==> src/rtl/segment_decoder.sv <==
// segment_decoder: debounces seven raw segment lines, decodes the accepted
// pattern to a 3-bit digit (0..7) and presents it through a valid/ready
// holding register.
// Optional feature: define SEG_ERRCNT_EN to add the 8-bit saturating
// err_count output that counts seg_error pulses.
module segment_decoder #(
    parameter int STABLE_CYCLES = 4
) (
    input  logic       clk,
    input  logic       rst,
    input  logic       seg_a,
    input  logic       seg_b,
    input  logic       seg_c,
    input  logic       seg_d,
    input  logic       seg_e,
    input  logic       seg_f,
    input  logic       seg_g,
    input  logic       out_ready,
    output logic [2:0] out_binary,
    output logic       out_valid,
    output logic       seg_error,
`ifdef SEG_ERRCNT_EN
    output logic [7:0] err_count,
`endif
    output logic       overflow
);

    typedef enum logic [1:0] {
        IDLE     = 2'd0,
        SETTLING = 2'd1,
        STABLE   = 2'd2
    } state_t;

    // Counter value seen on the edge that completes the stable run.
    localparam logic [7:0] STABLE_LAST = 8'(STABLE_CYCLES - 1);

    state_t     state_q, state_d;
    logic [7:0] cnt_q, cnt_d;
    logic [6:0] seg_q, seg_in;
    logic [2:0] out_binary_q, out_binary_d;
    logic       out_valid_q, out_valid_d;
    logic       seg_error_q, seg_error_d;
    logic       overflow_q, overflow_d;
    logic       changed;
    logic       accept;
    logic       known;
    logic [2:0] digit;

    // a is the pattern MSB, g the LSB.
    assign seg_in  = {seg_a, seg_b, seg_c, seg_d, seg_e, seg_f, seg_g};
    // The sample captured this edge differs from the one already held.
    assign changed = (seg_in != seg_q);

    // Pattern decode of the held sample; blank and unknown codes report !known.
    always_comb begin
        known = 1'b1;
        digit = 3'd0;
        case (seg_q)
            7'b1111110: digit = 3'd0;
            7'b0110000: digit = 3'd1;
            7'b1101101: digit = 3'd2;
            7'b1111001: digit = 3'd3;
            7'b0110011: digit = 3'd4;
            7'b1011011: digit = 3'd5;
            7'b1011111: digit = 3'd6;
            7'b1110000: digit = 3'd7;
            default:    known = 1'b0;
        endcase
    end

    // Next state: any change restarts settling; a full run of equal samples accepts.
    always_comb begin
        state_d = state_q;
        cnt_d   = cnt_q;
        accept  = 1'b0;
        if (changed) begin
            state_d = SETTLING;
            cnt_d   = 8'd0;
        end else begin
            case (state_q)
                SETTLING: begin
                    if (cnt_q == STABLE_LAST) begin
                        accept  = 1'b1;
                        state_d = STABLE;
                    end else begin
                        cnt_d = cnt_q + 8'd1;
                    end
                end
                default: ;  // IDLE and STABLE hold on equal samples
            endcase
        end
    end

    // Output register: consume on handshake, load or drop on accept.
    always_comb begin
        out_binary_d = out_binary_q;
        out_valid_d  = out_valid_q;
        overflow_d   = overflow_q;
        seg_error_d  = 1'b0;
        if (out_valid_q && out_ready)
            out_valid_d = 1'b0;
        if (accept && (seg_q != 7'd0)) begin
            if (!known) begin
                seg_error_d = 1'b1;
            end else if (!out_valid_q || out_ready) begin
                out_binary_d = digit;
                out_valid_d  = 1'b1;
            end else begin
                // Holding register still full: keep the old digit, flag the loss.
                overflow_d = 1'b1;
            end
        end
    end

    // State, sample and output registers.
    always_ff @(posedge clk or posedge rst) begin
        if (rst) begin
            state_q      <= IDLE;
            cnt_q        <= 8'd0;
            seg_q        <= 7'd0;
            out_binary_q <= 3'd0;
            out_valid_q  <= 1'b0;
            seg_error_q  <= 1'b0;
            overflow_q   <= 1'b0;
        end else begin
            state_q      <= state_d;
            cnt_q        <= cnt_d;
            seg_q        <= seg_in;
            out_binary_q <= out_binary_d;
            out_valid_q  <= out_valid_d;
            seg_error_q  <= seg_error_d;
            overflow_q   <= overflow_d;
        end
    end

    assign out_binary = out_binary_q;
    assign out_valid  = out_valid_q;
    assign seg_error  = seg_error_q;
    assign overflow   = overflow_q;

`ifdef SEG_ERRCNT_EN
    logic [7:0] err_count_q, err_count_d;

    // Saturating count of error pulses, updated alongside the pulse itself.
    always_comb begin
        err_count_d = err_count_q;
        if (seg_error_d && (err_count_q != 8'd255))
            err_count_d = err_count_q + 8'd1;
    end

    // Error counter register.
    always_ff @(posedge clk or posedge rst) begin
        if (rst) err_count_q <= 8'd0;
        else     err_count_q <= err_count_d;
    end

    assign err_count = err_count_q;
`endif

endmodule

==> config.mk <==
export PLATFORM = sky130hd
export DESIGN_NAME = segment_decoder
export DESIGN_NICKNAME = d
export VERILOG_FILES = /design/src/rtl/segment_decoder.sv
export SDC_FILE = /design/constraint.sdc
export NUM_CORES = 1
export LEC_CHECK = 0
export BUFFER_PORTS_ARGS = -buffer_cell sky130_fd_sc_hd__buf_2
export CAP_MARGIN = 20
export CORE_MARGIN = 4
export CORE_UTILIZATION = 45
export DETAILED_ROUTE_END_ITERATION = 10
export GPL_TIMING_DRIVEN = 0
export PLACE_DENSITY_LB_ADDON = 0.25
export REMOVE_ABC_BUFFERS = 1
export SYNTH_ARGS = -nofsm -noshare
export SYNTH_HDL_FRONTEND = slang
export SYNTH_SLANG_ARGS = --single-unit
==> constraint.sdc <==
create_clock -name clk -period 6.1 [get_ports clk]
set_clock_uncertainty 0.15 [all_clocks]
set_input_delay 1.83 -clock clk [delete_from_list [all_inputs] [get_ports clk]]
set_output_delay 1.83 -clock clk [all_outputs]
set_load 0.005 [all_outputs]
==> reports/summary.txt <==
Hold-fix buffers, CTS - 0
via count of the first global-routing pass - 863
dpl hpwl - 1658 um
Worst IR Drop VDD - 0.1548 mV
clk root buf - clkbuf_4
DR pass1 iterations - 3
max-cap violations - 0
Post-CTS Setup Inserts - 0
initial antenna violation count - 0
status - finished clean
Seq/Total Area, Yosys - 0.4792
clk_lat worst skew - 0.30 ns
Iter 0 DRT Violations - 26
Avg Inst Size Synth - 10.72 um^2
M1 WL - 974 um
Slew Limit Fails - 0
Crit Path Class - in2reg
Core ar. - 0.002522 mm^2
Power Internal - 188.7 uW
Hold Crit Class - reg2reg
worst r2r path cells - 5
DIE HEIGHT - 59.67 um
drt drc - 0
die area - 0.003560 mm^2
Inserted Diodes - 0
combinational share of power - 0.073
Die X - 59.67 um
cell family with most CP delay - simple AND/OR/NAND/NOR gates
drt wl/cell - 14.18 um
cells taking the most area after synthesis - dfrtp_1 48%, xor2_1 8.8%, nor2_1 3.1%
cell count after synthesis - 112
CTS tree - done
highest metal used - met4
WP data required - 6.14 ns
slowest stage cell, crit path - a2111oi_4
Netlist cell types - 41
largest net degree at the start of global routing - 24
Max FO, Critical Path - 13
synthesized area - 0.001201 mm^2
Fmax - 259.4 MHz
# resized after CTS - 0
mean number of vias per cell - 5.571
leakage power - 0.0005758 uW
sw frac - 0.2291
met3 wire len - 40 um
metal2 WL - 1151 um
depth of the CTS H-tree - 1
GPL Wtd Cong - 0.8114
WP data arrival - 3.90 ns
Critical Path End Type - flip-flop
RSZ-0062 raised after global routing - false
Area Overhead vs Synth - 8.542%
fraction of layout cells with a size suffix above 1 - 0.2016
Yosys Warn Count - 0
period utilisation layout - 0.6321
hold path depth - 1
worst r2r src - seg_q[1]
Worst path max stage delay - 0.60 ns
vias post-DR - 858
row count - 18
part of the power in registers - 0.658
Worst Setup Start Kind - input port
Critical path origin - seg_d
Crit. path cell count - 6
Period minus WS final - 3.856 ns
port buffer count - 15
Buf+Inv Stages, Crit Path - 1
first-pass GRT wire length - 3781 um
clock group share of total power - 0.269
All-Layer GR Usage - 0.1412
leading area contributor after synthesis - dfrtp_1
pwr/cell area - 187.7 mW/mm^2
ANT nets after route - 0
Relative slew margins - 0.4413
# setup viols final - 0
flops & latches, synth - 23
Least-Margin Pin Slew - 0.8371 ns
Reg clk slew, reported paths - 0.12 ns
hold_sp - state_q[0]
grt ovf - 0
endpoints failing hold - 0
buffer depth of the longest clock path - 2
top cell type's share of synthesized area - 0.4792
WL final - 2183 um
net load switching power - 56.07 uW
Initial Utilization - 0.4762
# clock sinks - 23
CP cell instances - buf_2, xor2_1, nor4_1, nand4_1, a2111oi_4, mux2_1
TNS Setup - 0 ns
CTS Buf Count - 3
IO Count - 16
Core Util, Final - 0.5169
post-layout net count - 136
final timing paths:
check | slack [ns] | endpoint
max | 2.24 | out_binary[0]
min | 0.34 | state_q[0]
max reg2reg | 3.32 | out_binary[0]
min reg2reg | 0.34 | state_q[0]
max in group asynchronous | 3.75 | seg_q[2]
min in group asynchronous | 1.53 | out_valid
cells in the final DEF, fill, tap and decap left out, drive strengths merged, types with 2 or more instances in the layout:
cell type / netlist / final
a21o: 3 / 3
a21oi: 3 / 3
buf: 3 / 15
clkbuf: 4 / 4
dfrtp: 23 / 23
inv: 3 / 3
mux2: 2 / 2
mux2i: 2 / 2
nand2: 5 / 5
nand3: 4 / 4
nand4: 4 / 4
nor2: 10 / 10
nor2b: 2 / 2
nor3: 5 / 5
nor3b: 2 / 2
xnor2: 4 / 4
xor2: 12 / 12
routing by layer:
| metal | vias to the layer above | GRT usage |
|---|---|---|
| met5 | - | 0 |
| met4 | 0 | 0.05696 |
| met3 | 2 | 0.02592 |
| met2 | 4 | 0.2423 |
| met1 | 431 | 0.1736 |
| li1 | 421 | - |
sequential cells by signal (all words and copies together), names as in the netlist:
signal / count
seg_error: 1
state_q: 2
cnt_q: 8
out_binary: 3
overflow: 1
seg_q: 7
out_valid: 1
metrics by stage:
step	setup slack [ns]	total power, uW	instance area [um^2]	cells	hold WS [ns]
final	2.244	244.7	1304	154	0.3400
after global routing	2.093	259.0	1304	154	0.3823
after CTS	2.219	249.4	1304	154	0.3375
after detailed placement	1.892	182.1	1277	150	0.3100
after global placement	1.951	180.9	1277	150	0.2963
after floorplan	2.360	174.3	1165	105	0.2919
synthesized netlist by cell type:
library cell	number
or4_4	1
a21o_1	3
ha_1	1
mux2i_1	2
o21a_1	1
or4bb_1	1
a21boi_0	1
and3_1	1
a31o_2	1
a2111oi_4	1
or3b_2	1
nand3b_1	1
nand4bb_1	1
or2_2	1
buf_6	1
a21bo_2	1
nor3_1	5
clkbuf_2	1
buf_1	1
nand3_1	4
xor2_1	12
a21oi_1	3
a41oi_1	1
nand4_1	4
a31oi_1	1
mux2_1	2
o22ai_1	1
nor2_1	10
and4_1	1
nor4_1	1
nor3b_1	2
xnor2_1	4
nor2b_1	2
dfrtp_1	23
and4b_1	1
nand2_1	5
nor4b_1	1
clkbuf_1	3
buf_2	1
inv_1	3
a211oi_2	1
cell families after synthesis:
family / count (synthesis) / synth area share
compound gates: 15 / 0.1104
fa+ha+maj: 1 / 0.01042
buf+inv: 10 / 0.03957
simple gates: 43 / 0.2083
mux: 4 / 0.03542
xor+xnor: 16 / 0.1167
flops: 23 / 0.4792
layout make-up:
| class | instances | area (um^2) |
|---|---|---|
| clock buffer | 4 | 26.28 |
| fill | 232 | 1219 |
| inverter | 3 | 11.26 |
| multi-input combinational | 79 | 578.1 |
| sequential | 23 | 575.6 |
| tap | 30 | 37.54 |
| timing repair buffer | 15 | 75.07 |
power groups by stage:
stage | clock, uW | combinational, uW | sequential [uW]
floorplan | 0 | 12.1 | 162
global placement | 0 | 17.2 | 164
detailed placement | 0 | 18.2 | 164
CTS | 70.1 | 18.3 | 161
global route | 76.8 | 20.4 | 162
finish | 65.8 | 17.9 | 161
No activity file was read; power rests on OpenSTA's default activity.
